### config.mk
export PLATFORM = sky130hd
export DESIGN_NAME = elevator_scan_controller
export DESIGN_NICKNAME = d
export VERILOG_FILES = /design/src/rtl/elevator_scan_controller.sv
export SDC_FILE = /design/constraint.sdc
export NUM_CORES = 1
export LEC_CHECK = 0
export BUFFER_PORTS_ARGS = -buffer_cell sky130_fd_sc_hd__buf_2
export CORE_MARGIN = 4
export CORE_UTILIZATION = 60
export CTS_CLUSTER_DIAMETER = 150
export CTS_CLUSTER_SIZE = 28
export DETAILED_ROUTE_END_ITERATION = 12
export HOLD_SLACK_MARGIN = 0.1
export PLACE_DENSITY = 0.83
export SETUP_SLACK_MARGIN = 0.02
export SLEW_MARGIN = 40
export SYNTH_ARGS = -nofsm -noshare
export SYNTH_HDL_FRONTEND = slang
export SYNTH_SLANG_ARGS = --single-unit
### constraint.sdc
create_clock -name clk -period 7 [get_ports clk]
set_input_delay 0.35 -clock clk [delete_from_list [all_inputs] [get_ports clk]]
set_output_delay 0.35 -clock clk [all_outputs]
set_load 0.02 [all_outputs]
### src/rtl/elevator_scan_controller.sv
// elevator_scan_controller
//   N-floor elevator car controller. Floor calls are latched into a sticky
//   bitmask and served in SCAN order: the car keeps its travel direction while
//   any request lies ahead and reverses only when the side ahead is empty.
//   Each one-floor move takes MOVE_TICKS cycles. The door stays open for
//   DOOR_TICKS cycles, and that dwell restarts whenever the current floor is
//   called again while the door is open.
//
// Ports
//   clk            clock, all state updates on the rising edge
//   rst_n          synchronous reset, active HIGH (1 = reset)
//   call_in        per-floor call request, latched on any cycle a bit is 1
//   current_floor  floor the car is at
//   pending        latched outstanding requests
//   door_open      1 while dwelling with the door open
//   moving         1 while travelling up or down
//   dir_up         current or last travel direction (1 = up)
//   idle           1 while parked with nothing to do
//
// Every output is a register or is decoded from registered state. There is no
// combinational path from call_in to any output.
module elevator_scan_controller #(
  parameter int N_FLOORS   = 8,
  parameter int FLOOR_W    = 4,
  parameter int MOVE_TICKS = 10,
  parameter int DOOR_TICKS = 5
) (
  input  logic                clk,
  input  logic                rst_n,
  input  logic [N_FLOORS-1:0] call_in,
  output logic [FLOOR_W-1:0]  current_floor,
  output logic [N_FLOORS-1:0] pending,
  output logic                door_open,
  output logic                moving,
  output logic                dir_up,
  output logic                idle
);

  localparam int MAX_TICKS = (MOVE_TICKS > DOOR_TICKS) ? MOVE_TICKS : DOOR_TICKS;
  localparam int TIMER_W   = (MAX_TICKS > 1) ? $clog2(MAX_TICKS) : 1;
  localparam logic [TIMER_W-1:0] MOVE_LAST = TIMER_W'(MOVE_TICKS - 1);
  localparam logic [TIMER_W-1:0] DOOR_LAST = TIMER_W'(DOOR_TICKS - 1);
  localparam logic [FLOOR_W-1:0] TOP_FLOOR = FLOOR_W'(N_FLOORS - 1);

  typedef enum logic [1:0] {
    S_IDLE    = 2'd0,
    S_MOVE_UP = 2'd1,
    S_MOVE_DN = 2'd2,
    S_DOOR    = 2'd3
  } state_t;

  state_t                state_q, state_d;
  logic [FLOOR_W-1:0]    floor_q, floor_d;
  logic [N_FLOORS-1:0]   pending_q, pending_d;
  logic                  dir_q, dir_d;
  logic [TIMER_W-1:0]    timer_q, timer_d;

  logic [N_FLOORS-1:0]   eff;
  logic [N_FLOORS-1:0]   floor_oh;
  logic [N_FLOORS-1:0]   up_oh;
  logic [N_FLOORS-1:0]   dn_oh;
  logic [N_FLOORS-1:0]   serve_mask;
  logic                  ahead_up;
  logic                  ahead_dn;
  logic                  ahead_same;
  logic                  ahead_back;
  logic                  here_call;
  state_t                depart_state;
  logic                  depart_dir;

  // Request view and SCAN direction analysis.
  // eff includes this cycle's calls, so a new call is seen on the same edge it arrives.
  always_comb begin
    eff      = pending_q | call_in;
    floor_oh = '0;
    ahead_up = 1'b0;
    ahead_dn = 1'b0;
    for (int i = 0; i < N_FLOORS; i++) begin
      floor_oh[i] = (floor_q == FLOOR_W'(i));
      if (eff[i] && (FLOOR_W'(i) > floor_q)) ahead_up = 1'b1;
      if (eff[i] && (FLOOR_W'(i) < floor_q)) ahead_dn = 1'b1;
    end
    up_oh      = floor_oh << 1;
    dn_oh      = floor_oh >> 1;
    here_call  = |(eff & floor_oh);
    ahead_same = dir_q ? ahead_up : ahead_dn;
    ahead_back = dir_q ? ahead_dn : ahead_up;

    // Departure choice used when leaving IDLE or DOOR_OPEN: keep the current
    // direction if possible, otherwise reverse, otherwise park.
    depart_state = S_IDLE;
    depart_dir   = dir_q;
    if (ahead_same) begin
      depart_state = dir_q ? S_MOVE_UP : S_MOVE_DN;
    end else if (ahead_back) begin
      depart_state = dir_q ? S_MOVE_DN : S_MOVE_UP;
      depart_dir   = ~dir_q;
    end
  end

  // Next-state logic.
  always_comb begin
    state_d    = state_q;
    floor_d    = floor_q;
    dir_d      = dir_q;
    timer_d    = timer_q;
    serve_mask = '0;
    case (state_q)
      S_IDLE: begin
        timer_d = '0;
        if (here_call) begin
          state_d    = S_DOOR;
          serve_mask = floor_oh;
        end else begin
          state_d = depart_state;
          dir_d   = depart_dir;
        end
      end
      S_MOVE_UP: begin
        if (floor_q == TOP_FLOOR) begin
          // Cannot happen while a request lies ahead; park rather than overrun.
          state_d = S_IDLE;
          timer_d = '0;
        end else if (timer_q == MOVE_LAST) begin
          floor_d = floor_q + 1'b1;
          timer_d = '0;
          if (|(eff & up_oh)) begin
            state_d    = S_DOOR;
            serve_mask = up_oh;
          end
        end else begin
          timer_d = timer_q + 1'b1;
        end
      end
      S_MOVE_DN: begin
        if (floor_q == '0) begin
          state_d = S_IDLE;
          timer_d = '0;
        end else if (timer_q == MOVE_LAST) begin
          floor_d = floor_q - 1'b1;
          timer_d = '0;
          if (|(eff & dn_oh)) begin
            state_d    = S_DOOR;
            serve_mask = dn_oh;
          end
        end else begin
          timer_d = timer_q + 1'b1;
        end
      end
      S_DOOR: begin
        if (|(call_in & floor_oh)) begin
          // Someone pressed this floor again: absorb it and hold the door longer.
          timer_d    = '0;
          serve_mask = floor_oh;
        end else if (timer_q == DOOR_LAST) begin
          timer_d = '0;
          state_d = depart_state;
          dir_d   = depart_dir;
        end else begin
          timer_d = timer_q + 1'b1;
        end
      end
      default: begin
        state_d = S_IDLE;
        timer_d = '0;
      end
    endcase
    pending_d = eff & ~serve_mask;
  end

  // State registers.
  always_ff @(posedge clk) begin
    if (rst_n) begin
      state_q   <= S_IDLE;
      floor_q   <= '0;
      pending_q <= '0;
      dir_q     <= 1'b1;
      timer_q   <= '0;
    end else begin
      state_q   <= state_d;
      floor_q   <= floor_d;
      pending_q <= pending_d;
      dir_q     <= dir_d;
      timer_q   <= timer_d;
    end
  end

  assign current_floor = floor_q;
  assign pending       = pending_q;
  assign dir_up        = dir_q;
  assign door_open     = (state_q == S_DOOR);
  assign moving        = (state_q == S_MOVE_UP) || (state_q == S_MOVE_DN);
  assign idle          = (state_q == S_IDLE);

endmodule

# Yosys cells after proc, flatten, opt, wreduce, memory -nomap -nowiden
# Cells that the tools add are included.
[totals] ff_bits=19 in_bits=10 out_inout_bits=16 wordCells=141
[op_classes] n_addsub=3 n_lt_le_gt_ge=16 eq_ne=23 mux=58 bitwise=8 reduce_logical=28
[op_table] op="2-to-1 mux 8 bit" n=5
[op_table] op="2-to-1 mux 4 bit" n=9
[op_table] op="AND 8 bit" n=4
[op_table] op="case mux 8 bit (4 select lines)" n=1
[op_table] op="OR reduction 8 bit" n=4
[op_table] op="2-to-1 mux 2 bit" n=13
[op_table] op="2-to-1 mux 1 bit" n=23
[op_table] op="2-to-1 mux 7 bit" n=3
[op_table] op="== test 4 x 3 -> 1 bit (second input constant)" n=5
[op_table] op="> comparator 3 x 4 -> 1 bit (first input constant)" n=4
[op_table] op="logical AND 1 bit" n=16
[op_table] op="< comparator 3 x 4 -> 1 bit (first input constant)" n=4
[op_table] op="case mux 4 bit (4 select lines)" n=1
[op_table] op="!= test 2 bit (second input constant)" n=6
[op_table] op="!= test 3 bit (second input constant)" n=4
[op_table] op="adder 4 x 1 -> 4 bit (second input constant)" n=2
[op_table] op="AND 8 x 7 -> 8 bit" n=1
[op_table] op="== test 4 x 2 -> 1 bit (second input constant)" n=2
[op_table] op="> comparator 1 x 4 -> 1 bit (first input constant)" n=2
[op_table] op="> comparator 2 x 4 -> 1 bit (first input constant)" n=2
[op_table] op="< comparator 1 x 4 -> 1 bit (first input constant)" n=2
[op_table] op="< comparator 2 x 4 -> 1 bit (first input constant)" n=2
[op_table] op="NOT 8 bit" n=1
[op_table] op="bitwise OR 8 bit" n=1
[op_table] op="17 further kinds" n=19

# Longest topological paths before layout
[logic_depth] word_depth=16 depth_mapped=10 depth_no_buf=8

# Least setup slack after synthesis
# Ideal clock, no wire load.
[synth_path] path_kind="flip-flop to flip-flop" from="reg floor_q[1] (netlist: current_floor[1])" to="reg pending_q[1] (netlist: pending[1])" setup_time_ns=0.103 arrival_ns=2.640 required_ns=6.897 setup_slack_ns=4.256 stages_incl_launch_ff=11 n_path_buf=2 synth_period_minus_slack_ns=2.744 path_cell_list="dfxtp_1 clkbuf_1 inv_1 ha_1 and3b_1 buf_6 a222oi_1 a41o_2 o21ai_2 a22o_1 a2111oi_2"
[synth_via] elab_chain_len=9 elab_cells_between_ends=27 cone_classes="7 x eq/ne; 9 x mux; 6 x bitwise; 5 x reduce/logical"
[synth_lines] item="start: declaration" line="53" source="logic [FLOOR_W-1:0] floor_q, floor_d;"
[synth_lines] item="start signal: assignment" line="181" source="floor_q <= floor_d;"
[synth_lines] item="== test 4 x 1 -> 1 bit (tied with other cells)" line="79" source="floor_oh[i] = (floor_q == FLOOR_W'(i));"
[synth_lines] item="AND 8 x 7 -> 8 bit or AND 8 bit (tied branches)" line="142, 127"
[synth_lines] item="OR reduction 8 bit (on tied branches)" line="142, 127"
[synth_lines] item="2-to-1 mux 7 bit or 2-to-1 mux 8 bit (tied branches)" line="142, 127"
[synth_lines] item="2-to-1 mux 7 bit or 2-to-1 mux 8 bit (tied branches)" line="139, 124"
[synth_lines] item="2-to-1 mux 7 bit or 2-to-1 mux 8 bit (tied branches)" line="136, 120"
[synth_lines] item="case mux 8 bit (4 select lines) *" line="108" source="case (state_q)"
[synth_lines] item="NOT 8 bit *" line="168" source="pending_d = eff & ~serve_mask;"
[synth_lines] item="AND 8 bit *" line="168"
[synth_lines] item="end signal: assignment" line="182" source="pending_q <= pending_d;"
[synth_lines] item="end: declaration" line="54" source="logic [N_FLOORS-1:0] pending_q, pending_d;"
# Every way passes the cells marked *; elsewhere a longest branch is shown, timed or not.
# A chain may end at the register's enable or synchronous reset.

# Worst setup path in the final report
[layout_path] from="reg floor_q[1] (netlist: current_floor[1])" to="reg pending_q[5] (netlist: pending[5])"
# The elaborated chain is that of the path after synthesis.

==> metrics.cfg <==
[run_status]
outcome = completed

[floorplan]
die_w_um = 61.5
core_um2 = 2730
io_pins = 26
dieHeight_um = 61.5
rows = 19
initial_core_util_pct = 62.7
die_area_um2 = 3780

[setup_path]
arrival_ns = 3.20
cpLargestDelayFamily = compound AO/OA/AOI/OAI gates
crit_type = reg -> reg
crit_fanout = 16
cp-start-kind = register
reg2reg_to = pending[5]
required_ns = 7.19
path_buf_inv = 1
cpPeakStageDelay_ns = 0.66
cp-end-kind = register
reg2reg_from = current_floor[1]
path_cells = inv_1 -> ha_1 -> nor3b_2 -> nor2b_1 -> a221oi_1 -> a31oi_1 -> and3_1 -> a2111oi_2
reg2reg_setup_slack_ns = 3.99
reg2reg_depth = 8
crit_slowest_cell = dfxtp_1

[clock_tree]
cts-root-buf = clkbuf_4
cts_tree = built
clock-sinks = 19
worstSkewPairLatency_ns = 0.30
clock_path_buffers = 2
cts_max_level = 1
clk_pin_slew_ns = 0.12
cts_buffers = 3
cts_setup_buffers = 0
hold_buffers = 0
cts_resized = 0

[routing]
wl_met3_um = 543
vias_per_cell = 7.08
m1WireLength_um = 1970
drc = 0
postRouteAntennaNets = 0
wl_per_cell_um = 19.7
wl_um = 5030
vias = 1805
met2WireLength_um = 2350
drt-initial-drc-count = 240
dr.pass1.iters = 6
dr.max_layer_used = met4

[yosys]
synth_fp_nets = 227
postSynthCellCount = 204
syn_area_per_cell_um2 = 8.41
ys_seq_elements = 19
async_flop_share_pct = 0
synth_cell_type_count = 61
syn-cell-area_um2 = 1720
synthFlopType = dfxtp_1
ys_seq_area_share_pct = 22.2
yosysWarnings = 0
synth-edff-count = 0

[cells_and_area]
area_growth_pct = 7.88
regArea_um2 = 380
fin_cells = 255
multiInputGateArea_um2 = 1240
antenna_cells = 0
nFillCells = 243
fin_area_um2 = 1850
drive_gt1_share_pct = 24.1
nNetsFinal = 248

[sta]
finalClockSkew_ns = 0.00241
worst_slew_pin_slew_ns = 0.764
whs_ns = 0.388
fmax_mhz = 332
hold_violations = 0
rsz0062_at_grt = false
slew_violations = 0
setup_slack_ns = 3.99
period_needed_ns = 3.01
setup_viol = 0
maxSlewHeadroom_pct = 49.0
tns_ns = 0
fin_crit_sh_pct = 43.0

[pwr]
netSwitchingPower_mw = 0.151
p_leak_nw = 0.715
swShare_pct = 42.6
comb_power_share_pct = 47.5
seqPwrFrac_pct = 36.0
clkPwrFrac_pct = 16.4
power_density_nw_per_um2 = 191
p_int_mw = 0.203
vdd_drop_max_mv = 0.223

[placed_design]
preCtsSetupSlack_ns = 4.15
hpwl_um = 3830
gp_congestion = 1.01
io_buffers = 25
dpl_cell_area_um2 = 1820
place_inst = 251

[min_path]
whs_path_depth = 3
worstHoldStart = call_in[4]
hold_path_class = in -> reg
whs_endpoint = pending[4]

[global_route]
grt_pass1_vias = 1671
grt_max_degree = 22
gr-total-overflow = 0
grt_pass1_wl_um = 8140
antenna_found_initial = 0
track_usage_pct = 29.0

[flow_run]
maxCapViolations = 0

## area by class of cell
cell class	instances	area share (%)
clock inverters	1	0.270
well taps	31	2.10
inverters	10	2.03
repair buffers	25	6.76
flip-flops and latches	19	20.6
multi-input cells	166	67.1
clock buffers	3	1.22
## flip-flops by register name (all words and copies together) (netlist names)
register,cells
pending,8
current_floor,4
timer_q,4
state_q,2
dir_up,1
## stage by stage
stage,power (mW),utilization (%)
floorplan,0.252,-
global placement,0.293,66.7
detailed placement,0.295,66.7
CTS,0.353,67.7
global route,0.377,67.7
finish,0.354,67.7
## how the worst max path moves through the flow
| stage | endpoint | startpoint | cells after the start |
|---|---|---|---|
| 6_report | pending[5] | current_floor[1] | 8 |
| 3_5_place_dp | pending[4] | current_floor[1] | 8 |
| 5_1_grt | pending[5] | current_floor[1] | 8 |
| 3_3_place_gp | pending[5] | current_floor[1] | 8 |
| 4_1_cts | pending[5] | current_floor[1] | 8 |
| 2_1_floorplan | pending[1] | current_floor[1] | 10 |
## synthesized netlist by cell type (all sizes together), types with 3 or more instances
cell / instances / area share (%)
a2111oi: 6 / 5.3
a21oi: 12 / 3.5
a221oi: 3 / 1.5
a22o: 6 / 3.1
a22oi: 4 / 1.8
a31oi: 8 / 2.9
buf: 5 / 2.3
clkbuf: 4 / 0.95
dfxtp: 19 / 22
ha: 13 / 9.5
inv: 10 / 2.2
nand2: 11 / 2.4
nand3: 4 / 1.2
nor2: 22 / 4.8
nor2b: 3 / 1.1
nor3: 3 / 0.88
nor3b: 4 / 2.9
o21ai: 5 / 1.7
o31a: 4 / 2.0
or2: 9 / 3.3
xnor2: 4 / 2.0
## worst min-delay path, cell delays in order
cell       delay [ns]
buf_2            0.12
nor2_1           0.11
a2111oi_2        0.07
## metal layers
| layer | vias to the layer above | GRT usage [%] |
|---|---|---|
| li1 | 823 | - |
| met1 | 822 | 38.2 |
| met2 | 140 | 45.9 |
| met3 | 20 | 3.98 |
| met4 | 0 | 14.8 |
| met5 | - | 0 |
## power by group through the flow
stage	combinational, mW	sequential, mW	clock [mW]
after floorplan	0.119	0.134	0
after global placement	0.164	0.129	0
after detailed placement	0.165	0.130	0
after CTS	0.166	0.128	0.0590
after global routing	0.183	0.129	0.0648
final	0.168	0.127	0.0582
## cells by family after synthesis
kind of cell	after synthesis	synth area share [%]
AOI/OAI and AO/OA	68	32.0
xor gates and xnor gates	5	2.55
adders and majority gates	14	10.1
buffers and inverters	19	5.47
DFF	19	22.2
muxes	1	0.584
and+or+nand+nor	78	27.1
## cells in the final DEF, fill, tap and decap left out, types with 3 or more instances in the layout
cell type and n:
a22oi_1 4, a31oi_1 8, nor2_1 22, o31a_1 4, or2_2 9, o21ai_1 3, a221oi_1 3, a21oi_1 12
nor3b_2 4, clkbuf_4 3, nand3_1 4, a22o_1 6, xnor2_1 4, a2111oi_2 6, buf_2 25, nor3_1 3
nand2_1 11, inv_1 10, dfxtp_1 19, ha_1 13, nor2b_1 3
Power figures use the tool's default switching activity.
